==> config.mk <==
export PLATFORM = sky130hd
export DESIGN_NAME = voice_allocator
export DESIGN_NICKNAME = d
export VERILOG_FILES = /design/src/rtl/voice_allocator.sv
export SDC_FILE = /design/constraint.sdc
export NUM_CORES = 1
export LEC_CHECK = 0
export CORE_UTILIZATION = 60
export CTS_BUF_LIST = sky130_fd_sc_hd__clkbuf_16
export CTS_CLUSTER_SIZE = 30
export DETAILED_ROUTE_END_ITERATION = 7
export PLACE_DENSITY = 0.86
export SLEW_MARGIN = 20
export SYNTH_ARGS = -nofsm -noshare
export SYNTH_HDL_FRONTEND = slang
export SYNTH_HIERARCHICAL = 1
export SYNTH_SLANG_ARGS = --single-unit
export TNS_END_PERCENT = 10
==> constraint.sdc <==
create_clock -name CLOCK_50 -period 7 [get_ports CLOCK_50]
set_input_delay 1.4 -clock CLOCK_50 [delete_from_list [all_inputs] [get_ports CLOCK_50]]
set_output_delay 1.4 -clock CLOCK_50 [all_outputs]
set_load 0.1 [all_outputs]
==> src/rtl/voice_allocator.sv <==
// Polyphonic voice allocator. Maps key events onto oscillator slots and runs a
// per-voice attack/sustain/release envelope on each slot's attenuation shift.

module voice_allocator_voice #(
   parameter int ATTACK_START = 8,
   parameter int RELEASE_DIV  = 4
) (
   input  logic        CLOCK_50,
   input  logic        reset,
   input  logic        i_tick,
   input  logic        i_load,
   input  logic [5:0]  i_key,
   input  logic [11:0] i_freq,
   input  logic        i_rel,
   output logic [5:0]  o_key,
   output logic [11:0] o_freq,
   output logic [3:0]  o_vol,
   output logic        o_busy,
   output logic        o_stop,
   output logic        o_held
);
   localparam logic [1:0] ST_IDLE    = 2'd0;
   localparam logic [1:0] ST_ATTACK  = 2'd1;
   localparam logic [1:0] ST_SUSTAIN = 2'd2;
   localparam logic [1:0] ST_RELEASE = 2'd3;
   localparam logic [3:0] START_VOL  = 4'(ATTACK_START);
   localparam logic [3:0] DIV_LAST   = 4'(RELEASE_DIV - 1);

   logic [1:0]  r_state;
   logic [5:0]  r_key;
   logic [11:0] r_freq;
   logic [3:0]  r_vol;
   logic [3:0]  r_cnt;

   // A key event on this voice takes precedence over the envelope tick.
   always_ff @(posedge CLOCK_50) begin
      if (reset) begin
         r_state <= ST_IDLE;
         r_key   <= '0;
         r_freq  <= '0;
         r_vol   <= 4'd15;
         r_cnt   <= '0;
      end else if (i_load) begin
         r_state <= (ATTACK_START == 0) ? ST_SUSTAIN : ST_ATTACK;
         r_key   <= i_key;
         r_freq  <= i_freq;
         r_vol   <= START_VOL;
         r_cnt   <= '0;
      end else if (i_rel) begin
         r_state <= ST_RELEASE;
         r_cnt   <= '0;
      end else if (i_tick) begin
         case (r_state)
            ST_ATTACK: begin
               if (r_vol <= 4'd1) begin
                  r_vol   <= 4'd0;
                  r_state <= ST_SUSTAIN;
               end else begin
                  r_vol <= r_vol - 4'd1;
               end
            end
            ST_RELEASE: begin
               if (r_cnt == DIV_LAST) begin
                  r_cnt <= '0;
                  if (r_vol >= 4'd14) begin
                     r_vol   <= 4'd15;
                     r_state <= ST_IDLE;
                  end else begin
                     r_vol <= r_vol + 4'd1;
                  end
               end else begin
                  r_cnt <= r_cnt + 4'd1;
               end
            end
            default: ;
         endcase
      end
   end

   assign o_key  = r_key;
   assign o_freq = r_freq;
   assign o_vol  = r_vol;
   assign o_busy = (r_state != ST_IDLE);
   assign o_stop = (r_state == ST_IDLE) || (r_state == ST_RELEASE);
   assign o_held = (r_state == ST_ATTACK) || (r_state == ST_SUSTAIN);
endmodule

module voice_allocator #(
   parameter int NUM_NOTES    = 6,
   parameter int ATTACK_START = 8,
   parameter int RELEASE_DIV  = 4
) (
   input  logic                        CLOCK_50,
   input  logic                        reset,
   input  logic                        env_tick,
   input  logic                        key_down,
   input  logic [5:0]                  down_code,
   input  logic [11:0]                 down_freq,
   input  logic                        key_up,
   input  logic [5:0]                  up_code,
   output logic [NUM_NOTES-1:0][11:0]  freq,
   output logic [NUM_NOTES-1:0]        stop,
   output logic [NUM_NOTES-1:0][3:0]   volume,
   output logic [NUM_NOTES-1:0]        busy,
   output logic                        stolen
);
   localparam int SW = $clog2(NUM_NOTES);

   logic [NUM_NOTES-1:0][5:0] w_key;
   logic [NUM_NOTES-1:0]      w_held;
   logic [NUM_NOTES-1:0]      w_dn_hit;
   logic [NUM_NOTES-1:0]      w_up_hit;
   logic [NUM_NOTES-1:0]      w_load;
   logic [NUM_NOTES-1:0]      w_rel;
   logic [SW-1:0]             w_idle_idx;
   logic                      w_any_idle;
   logic                      w_any_hit;
   logic                      w_steal;
   logic                      w_same;
   logic [SW-1:0]             r_steal_ptr;
   logic                      r_stolen;

   assign w_same    = key_down && (down_code == up_code);
   assign w_any_hit = |w_dn_hit;
   assign w_any_idle = ~&busy;
   assign w_steal   = key_down && !w_any_hit && !w_any_idle;

   // Lowest-index idle voice wins allocation.
   always_comb begin
      w_idle_idx = '0;
      for (int i = NUM_NOTES - 1; i >= 0; i--) begin
         if (!busy[i]) w_idle_idx = SW'(i);
      end
   end

   // Retrigger before allocation keeps key ids unique across active voices.
   always_comb begin
      w_load = '0;
      if (key_down) begin
         if (w_any_hit)       w_load = w_dn_hit;
         else if (w_any_idle) w_load[w_idle_idx] = 1'b1;
         else                 w_load[r_steal_ptr] = 1'b1;
      end
   end

   generate
      for (genvar g = 0; g < NUM_NOTES; g++) begin : g_voice
         assign w_dn_hit[g] = busy[g] && (w_key[g] == down_code);
         assign w_up_hit[g] = w_held[g] && (w_key[g] == up_code);
         // A release aimed at a voice being stolen in the same cycle is dropped.
         assign w_rel[g]    = key_up && !w_same && w_up_hit[g] && !w_load[g];

         voice_allocator_voice #(
            .ATTACK_START (ATTACK_START),
            .RELEASE_DIV  (RELEASE_DIV)
         ) u_voice (
            .CLOCK_50 (CLOCK_50),
            .reset    (reset),
            .i_tick   (env_tick),
            .i_load   (w_load[g]),
            .i_key    (down_code),
            .i_freq   (down_freq),
            .i_rel    (w_rel[g]),
            .o_key    (w_key[g]),
            .o_freq   (freq[g]),
            .o_vol    (volume[g]),
            .o_busy   (busy[g]),
            .o_stop   (stop[g]),
            .o_held   (w_held[g])
         );
      end
   endgenerate

   always_ff @(posedge CLOCK_50) begin
      if (reset) begin
         r_steal_ptr <= '0;
         r_stolen    <= 1'b0;
      end else begin
         r_stolen <= w_steal;
         if (w_steal) begin
            if (r_steal_ptr == SW'(NUM_NOTES - 1)) r_steal_ptr <= '0;
            else                                    r_steal_ptr <= r_steal_ptr + 1'b1;
         end
      end
   end

   assign stolen = r_stolen;
endmodule
==> results of run 1 <==
cell usage after synthesis, types with 12 or more instances:
library cell  number
nand2_1           58
a21oi_1           46
mux2i_1          114
buf_4             19
nand4_1           23
buf_2             12
o31ai_1           19
nor3_1            28
a211o_1           12
a31oi_1           20
o211a_1           13
xor2_1            30
xnor2_1           54
inv_1             60
dfxtp_1          172
buf_6             12
clkbuf_1          12
nor2_1           158
ha_1              48
sequential cells by signal, indices dropped and copies added (netlist names):
| signal | count |
|---|---|
| g_voice.u_voice/o_freq | 72 |
| r_steal_ptr | 3 |
| stolen | 1 |
| g_voice.u_voice/r_cnt | 24 |
| g_voice.u_voice/r_state | 12 |
| g_voice.u_voice/o_vol | 24 |
| g_voice.u_voice/o_key | 36 |
metrics by stage:
step,setup slack (ps),cell area [µm²],hold WS [ps]
6_report,2380,11600,483
5_1_grt,2250,11600,524
4_1_cts,2500,11600,486
3_5_place_dp,2110,11000,476
3_3_place_gp,2260,11000,464
2_1_floorplan,3440,9670,454
per-layer routing:
metal  GRT usage  share of wire  vias up
li1            -              -     3913
met1       0.365           0.42     3882
met2       0.509           0.48      327
met3      0.0969          0.091       36
met4      0.0865          0.016        0
met5           0              0        -
tightest hold or removal path, delay by kind of cell, from the launching register on:
| kind | cells | cell delay [ps] |
|---|---|---|
| AO/OA/AOI/OAI | 1 | 60 |
| AND/OR/NAND/NOR | 1 | 60 |
| flip-flops | 1 | 330 |
worst max path at each step:
stage	endpoint	slack, ps	cells after the start	from
2_1_floorplan	g_voice[3].u_voice/o_vol[0]	3440	11	down_code[0]
3_3_place_gp	g_voice[2].u_voice/o_vol[1]	2260	11	down_code[4]
3_5_place_dp	g_voice[2].u_voice/o_vol[2]	2110	10	down_code[3]
4_1_cts	g_voice[2].u_voice/o_vol[1]	2500	11	down_code[2]
5_1_grt	g_voice[2].u_voice/o_vol[1]	2250	10	down_code[3]
6_report	g_voice[2].u_voice/o_vol[1]	2380	10	down_code[3]
layout make-up:
type	instances	area, µm²
multi-input combinational	766	5630
fill	1141	4250
sequential	172	3440
timing repair buffer	145	1430
clock buffer	17	425
tap	216	270
inverter	60	225
clock inverter	15	159
layout by cell type (no fill, tap or decap), types with 4 or more instances in the layout:
cell / count
buf_4: 9
nand4b_1: 6
and4bb_4: 6
nor2_1: 156
dfxtp_1: 172
nor4_2: 5
inv_1: 60
xor2_1: 30
and2b_1: 6
a2111oi_2: 6
ha_1: 48
o21ai_1: 6
a31oi_1: 20
o2bb2ai_1: 6
o31a_1: 6
a221o_1: 6
or3_1: 7
nand4_1: 23
a221oi_1: 7
nand3_1: 6
nor2_2: 8
nand2_1: 58
o211a_1: 13
o211a_4: 6
nor3_1: 28
a21boi_0: 6
a211o_1: 12
a21o_1: 7
mux2i_1: 114
inv_6: 5
nor4_1: 7
o31ai_1: 19
clkdlybuf4s50_1: 136
xnor2_1: 54
a21oi_1: 46
nor4_4: 4
and2_1: 7
clkbuf_16: 17
nor3b_1: 7
kinds of logic (layout without fill, tap and decap cells):
family / Yosys count / in the layout
flops: 172 / 172
xor+xnor: 84 / 84
compound gates: 180 / 180
fa+ha+maj: 48 / 48
simple gates: 339 / 339
mux: 115 / 115
buf+inv: 115 / 237
report_power, final:
part | internal [mW] | switching [mW]
combinational | 0.0980 | 0.229
sequential | 0.996 | 0.0210
clock | 0.532 | 0.416
total | 1.63 | 0.666
==> flow_summary.ini, run 1 <==
[clock_tree]
cts_max_path_buffers = 2
cts_tree = yes
postCtsHoldBufs = 0
cts.htree.levels = 4
clk_latency_ps = 440
clk_pin_slew_ps = 70
post_cts_resized = 0
postCtsSetupRepairBufs = 0
clock_sinks = 172
cts-root-buf = clkbuf_16
cts_made_buffers = 17

[floorplan]
io_pins = 138
start_util = 0.611
fp.dieW_um = 129
die_area_um2 = 16600
core_area_um2 = 15800
die_h_um = 129
rows = 46

[worst_setup_path]
cp.required_ps = 7320
ff2ff_path_depth = 13
cp_common_cell = a21oi_1
cp_num_buf_inv = 1
cp.arrival_ps = 4950
rr_endpoint = g_voice[2].u_voice/o_vol[1]
reg2reg_from = g_voice[2].u_voice/r_state[0]
crit_path_end_kind = register
start_kind = primary input
path_cells = clkdlybuf4s50_1 > xor2_1 > nor4_2 > nor4_4 > a21oi_1 > nor2_2 > nor2_1 > nand2_1 > a21oi_1 > a221o_1
cp_max_fo = 13
critPathKind = in -> reg
max_stage_delay_ps = 940
cp_top_family = simple AND/OR/NAND/NOR gates
r2r_setup_slack_ps = 3520
slowest_stage = clkdlybuf4s50_1

[placement]
gp_congestion = 0.896
dp_cells = 1359
dpl.hpwl_mm = 16.4
io_buffers = 137

[synth]
synth_cell_types = 56
syn_nets = 1130
yosys.area_share.simple = 0.178
synth_top_area_frac = 0.356
synth-xor-area-share = 0.0761
synth_top_cells_by_area = dfxtp_1 36%, mux2i_1 12%, ha_1 6.2%, nor2_1 6.1%, xnor2_1 4.9%
synth_compound_area_frac = 0.145
synth_top_family_by_area = simple AND/OR/NAND/NOR gates
yosys_warnings = 6
netlist_area_um2 = 9670
synth_adder_area_share = 0.0621
synth_ff_type = dfxtp_1
synth_cells = 1053
synth-edff-count = 0
synth.area.mux_share = 0.119
avgSynthCellArea_um2 = 9.18
seq_area_frac_synth = 0.356
async_reset_ff_frac = 0
ys_ff_latch = 172
yosys.area.top_type = dfxtp_1

[run]
maxCapViolations = 0

[timing]
skew_ps = 8.38
rsz0062_at_grt = false
tns_ps = 0
max_freq_ghz = 0.216
worstMarginPinSlew_ps = 1030
slew_viol_final = 0
finalHoldViolCount = 0
relSlewSlack = 0.308
fin_crit_ps = 4620
setup_viol = 0
post-route-period-util = 0.660

[final_layout]
fin_util = 0.732
drive_above_1_share = 0.0647
nNetsFinal = 1239
syn_to_final_growth_pct = 19.7
final_cells = 1391
insertedDiodeCount = 0

[route]
post_drt_wl_per_cell_um = 17.4
drtIter0Drc = 613
vias = 8158
routed_via_density = 5.86
drtAntennaViolNets = 0
drc = 0
drt_pass1_iterations = 5
wirelength_mm = 24.2

[grt]
grt_pass1_vias = 7880
grt-ovfl-total = 0
grt_pass1_wl_mm = 39.4
grt_max_degree = 98
antenna_found_initial = 0
track_usage = 0.301

[pwr]
finalPower_mw = 2.29
powerDensity_nw_per_um2 = 198
power_leakage_nw = 4.25
ir_drop_mv = 0.208

[outcome]
status = finished clean

[hold_path]
hold_path_class = reg -> reg
hp-start = g_voice[3].u_voice/r_cnt[1]
hold-path-cell-count = 2
holdPathEnd = g_voice[3].u_voice/r_cnt[1]
Note: power is estimated with default switching activity, not from simulation.
==> run 2, diff against run 1 <==
--- a/config.mk
+++ b/config.mk
@@ -5,11 +5,11 @@
 export SDC_FILE = /design/constraint.sdc
 export NUM_CORES = 1
 export LEC_CHECK = 0
-export CORE_UTILIZATION = 60
+export CORE_UTILIZATION = 55
 export CTS_BUF_LIST = sky130_fd_sc_hd__clkbuf_16
 export CTS_CLUSTER_SIZE = 30
 export DETAILED_ROUTE_END_ITERATION = 7
-export PLACE_DENSITY = 0.86
+export PLACE_DENSITY = 0.79
 export SLEW_MARGIN = 20
 export SYNTH_ARGS = -nofsm -noshare
 export SYNTH_HDL_FRONTEND = slang
==> constraint.sdc (replaced) <==
create_clock -name CLOCK_50 -period 4.4 [get_ports CLOCK_50]
set_input_delay 0.88 -clock CLOCK_50 [delete_from_list [all_inputs] [get_ports CLOCK_50]]
set_output_delay 0.88 -clock CLOCK_50 [all_outputs]
set_load 0.1 [all_outputs]
==> run 2 against run 1 <==
  * Power is 57% higher
  * Worst setup slack worse by 1700 ps
  * Via count is 2.0% lower
  * Global-route usage is 3.5 points lower
  * Clock power is 54% higher
  * Cell count is 1.3% higher
  * Largest cell class unchanged
  * Sequential power is 59% higher
  * Wire length is 3.0% lower
==> flow_summary.ini, run 2 (synthesized netlist as in run 1, its figures left out) <==
[outcome]
status = finished clean

[worst_setup_path]
cp.arrival_ps = 4070
max_stage_delay_ps = 720
crit_path_end_kind = register
reg2reg_from = g_voice[0].u_voice/r_state[0]
r2r_setup_slack_ps = 1260
ff2ff_path_depth = 11
critPathKind = in -> reg
crit_start = down_code[5]
cp.required_ps = 4710
cp_max_fo = 12
path_cells = clkdlybuf4s50_1 > buf_4 > xor2_1 > nor4_4 > nor3_2 > and2_1 > a221oi_1 > nor2_1 > nand2_1 > a21oi_1 > a221o_1
rr_endpoint = g_voice[0].u_voice/o_key[1]
slowest_stage = clkdlybuf4s50_1
start_kind = primary input

[clock_tree]
cts_tree = yes
post_cts_resized = 0
clk_latency_ps = 430
cts-root-buf = clkbuf_16
postCtsHoldBufs = 0
cts_made_buffers = 17
clock_sinks = 172
cts.htree.levels = 4
clk_pin_slew_ps = 60
cts_max_path_buffers = 2
postCtsSetupRepairBufs = 0

[pwr]
powerDensity_nw_per_um2 = 309
power_leakage_nw = 4.28
finalPower_mw = 3.60
ir_drop_mv = 0.275

[route]
vias = 7992
routed_via_density = 5.67
drtIter0Drc = 550
wirelength_mm = 23.5
drtAntennaViolNets = 0
post_drt_wl_per_cell_um = 16.7
drc = 0
drt_pass1_iterations = 5

[timing]
tns_ps = 0
rsz0062_at_grt = false
relSlewSlack = 0.313
setup_viol = 0
post-route-period-util = 0.854
slew_viol_final = 0
max_freq_ghz = 0.266
fin_crit_ps = 3760
worstMarginPinSlew_ps = 1030
finalHoldViolCount = 0
skew_ps = 9.94

[final_layout]
multi_input_area_um2 = 5630
layout.area.seq_um2 = 3440
syn_to_final_growth_pct = 20.4
largest_reg_flops = 72
nNetsFinal = 1249
nFillCells = 1374
mostFrequentLayoutCell = dfxtp_1
final_cell_mix = 172 x dfxtp_1, 156 x nor2_1, 136 x clkdlybuf4s50_1
drive_above_1_share = 0.0743
insertedDiodeCount = 0

[floorplan]
fp.dieW_um = 135
start_util = 0.561
die_h_um = 135
die_area_um2 = 18100
io_pins = 138
rows = 48
core_area_um2 = 17200

[grt]
grt_max_degree = 93
track_usage = 0.266
grt_pass1_wl_mm = 38.4
grt-ovfl-total = 0
antenna_found_initial = 0
grt_pass1_vias = 7575

[placement]
gp_congestion = 0.900
dpl.hpwl_mm = 16.7
io_buffers = 137

[hold_path]
hold-path-cell-count = 2
hp-start = g_voice[4].u_voice/r_cnt[1]
hold_path_class = reg -> reg
holdPathEnd = g_voice[4].u_voice/r_cnt[1]

[run]
maxCapViolations = 0
-- run 2: area by class of cell --
cell class                      instances  share of cell area
Inverter                               60              0.0193
Sequential cell                       172               0.296
Timing Repair Buffer                  155               0.129
Clock buffer                           17              0.0365
Multi-Input combinational cell        766               0.483
Clock inverter                         14              0.0117
Tap cell                              225              0.0242
-- run 2: how the worst max path moves through the flow --
| stage | slack, ps | cells after the start | endpoint |
|---|---|---|---|
| 2_1_floorplan | 1040 | 13 | g_voice[2].u_voice/o_freq[11] |
| 3_5_place_dp | 310 | 10 | g_voice[3].u_voice/o_vol[1] |
| 6_report | 640 | 11 | g_voice[4].u_voice/o_vol[1] |
| 5_1_grt | 440 | 11 | g_voice[4].u_voice/o_vol[1] |
| 4_1_cts | 710 | 11 | g_voice[3].u_voice/o_vol[1] |
| 3_3_place_gp | 350 | 11 | g_voice[4].u_voice/o_vol[1] |
-- run 2: report_power, final --
group          internal, mW  switching [mW]
logic                 0.160           0.360
registers              1.59          0.0343
clock network         0.789           0.668
total                  2.53            1.06
-- run 2: worst max-delay path: cells and delay by family --
kind | cells | cell delay (ps)
and+or+nand+nor | 5 | 980
buffers and inverters | 2 | 1020
xor gates and xnor gates | 1 | 170
AOI/OAI and AO/OA | 3 | 1000
-- run 2: metrics by stage --
stage	instances	setup WS [ps]	area [µm²]	utilization	hold slack (ps)
floorplan	1053	1040	9670	-	454
global placement	1378	346	11100	0.643	463
detailed placement	1378	314	11100	0.643	470
CTS	1409	705	11600	0.676	480
global route	1409	437	11600	0.676	510
finish	1409	642	11600	0.676	478
-- run 2: layer usage --
layer  routed length, µm  GRT usage  vias to the layer above
met1               10500      0.334                     3779
li1                    -          -                     3949
met2               10900      0.440                      244
met5                   0          0                        -
met3                1850     0.0890                       20
met4                 189     0.0618                        0
==> run 3, diff against run 2 <==
--- a/config.mk
+++ b/config.mk
@@ -5,11 +5,12 @@
 export SDC_FILE = /design/constraint.sdc
 export NUM_CORES = 1
 export LEC_CHECK = 0
-export CORE_UTILIZATION = 55
+export CORE_UTILIZATION = 60
 export CTS_BUF_LIST = sky130_fd_sc_hd__clkbuf_16
 export CTS_CLUSTER_SIZE = 30
 export DETAILED_ROUTE_END_ITERATION = 7
-export PLACE_DENSITY = 0.79
+export DONT_BUFFER_PORTS = 1
+export PLACE_DENSITY = 0.75
 export SLEW_MARGIN = 20
 export SYNTH_ARGS = -nofsm -noshare
 export SYNTH_HDL_FRONTEND = slang
==> run 3 against run 2 <==
  * Die area fell by 8.2%
  * Sequential power grew 6%
  * Power down 1.6%
  * Non-clock buffer count fell by 120
  * Global-route usage up 0.62 points
  * Critical path depth is 2 higher
  * Clock skew grew 1.5 ps
  * Worst hold slack worse by 0.81 ps
  * Cell area shrank 10%
  * Worst setup slack improved by 370 ps
==> flow_summary.ini, run 3 (synthesized netlist as in run 1, its figures left out) <==
[timing]
worstMarginPinSlew_ps = 1150
skew_ps = 11.4
rsz0062_at_grt = false
setup_viol = 0
max_freq_ghz = 0.295
fin_hold_ws_ps = 477
relSlewSlack = 0.234
post-route-period-util = 0.771
fin_crit_ps = 3390
tns_ps = 0
setup_slack_ps = 1010
slew_viol_final = 0
finalHoldViolCount = 0

[grt]
grt_pass1_wl_mm = 35.7
grt-ovfl-total = 0
grt_max_degree = 150
antenna_found_initial = 0
track_usage = 0.272
grt_pass1_vias = 7088

[final_layout]
nNetsFinal = 1129
final_cell_mix = 170 x dfxtp_1, 156 x nor2_1, 114 x mux2i_1
drive_above_1_share = 0.100
insertedDiodeCount = 0
final_area_um2 = 10400
largest_reg_flops = 72
mostFrequentLayoutCell = dfxtp_1
syn_to_final_growth_pct = 7.93
nFillCells = 1255

[pwr]
power_leakage_nw = 3.87
powerDensity_nw_per_um2 = 339
ir_drop_mv = 0.286
finalPower_mw = 3.54

[clock_tree]
postCtsHoldBufs = 0
postCtsSetupRepairBufs = 0
post_cts_resized = 0
cts_tree = yes
cts_made_buffers = 17
clk_latency_ps = 420
cts_max_path_buffers = 2
clk_pin_slew_ps = 70
cts.htree.levels = 4
clock_sinks = 172
cts-root-buf = clkbuf_16

[route]
routed_via_density = 5.91
drtIter0Drc = 500
post_drt_wl_per_cell_um = 17.7
vias = 7575
drc = 0
wirelength_mm = 22.6
drt_pass1_iterations = 7
drtAntennaViolNets = 0

[placement]
dpl.hpwl_mm = 15.9
io_buffers = 0
gp_congestion = 0.892
preCtsSetupSlack_ps = 891
placed_cell_area_um2 = 9830

[floorplan]
core_area_um2 = 15800
die_h_um = 129
start_util = 0.611
io_pins = 138
fp.dieW_um = 129
rows = 46
die_area_um2 = 16600

[worst_setup_path]
crit_start = g_voice[3].u_voice/r_state[0]
cp_max_fo = 8
reg2reg_from = g_voice[3].u_voice/r_state[0]
start_kind = register
critPathKind = reg -> reg
cp.required_ps = 4700
crit_path_end_kind = register
cp.arrival_ps = 3700

[hold_path]
hp-start = g_voice[5].u_voice/r_cnt[1]
hold_path_class = reg -> reg

[run]
maxCapViolations = 0

[outcome]
status = finished clean
[run 3: where the power goes]
part | switching (mW) | leakage [nW] | internal, mW
sequential | 0.134 | 1.39 | 1.58
combinational | 0.187 | 2.18 | 0.109
clock | 0.668 | 0.297 | 0.859
[run 3: critical path, stage by stage, from the launching register on]
cell	delay, ps
dfxtp_1	380
inv_1	60
ha_1	190
inv_1	80
buf_4	330
nand4_1	210
or2_1	330
o32a_1	310
nor2_1	120
a21oi_1	120
nor2_2	450
buf_4	280
nor2_2	70
a221o_1	350
[run 3: layer usage]
layer	track usage	vias to the layer above	routed length, µm
li1	-	3705	-
met1	0.339	3570	9740
met2	0.449	274	10400
met3	0.0969	26	2190
met4	0.0651	0	279
met5	0	-	0
[run 3: cell type report]
type | count | area, µm² | area share
Clock buffer | 17 | 425 | 0.0408
Clock inverter | 15 | 180 | 0.0173
Inverter | 60 | 225 | 0.0216
Multi-Input combinational cell | 766 | 5630 | 0.539
Sequential cell | 172 | 3450 | 0.330
Tap cell | 216 | 270 | 0.0259
Timing Repair Buffer | 35 | 263 | 0.0252
[run 3: path summary, 6_finish.rpt]
check	endpoint	slack, ps	cells past startpoint
worst min register to register	g_voice[5].u_voice/r_cnt[1]	480	2
worst min-delay path	g_voice[5].u_voice/r_cnt[1]	480	2
worst max register to register	g_voice[2].u_voice/o_vol[1]	1010	13
worst max-delay path	g_voice[2].u_voice/o_vol[1]	1010	13
[run 3: through the flow]
stage                     instances  utilization
after global placement         1249        0.621
after global routing           1281        0.660
final                          1281        0.660
after CTS                      1281        0.659
after detailed placement       1249        0.621
after floorplan                1053            -
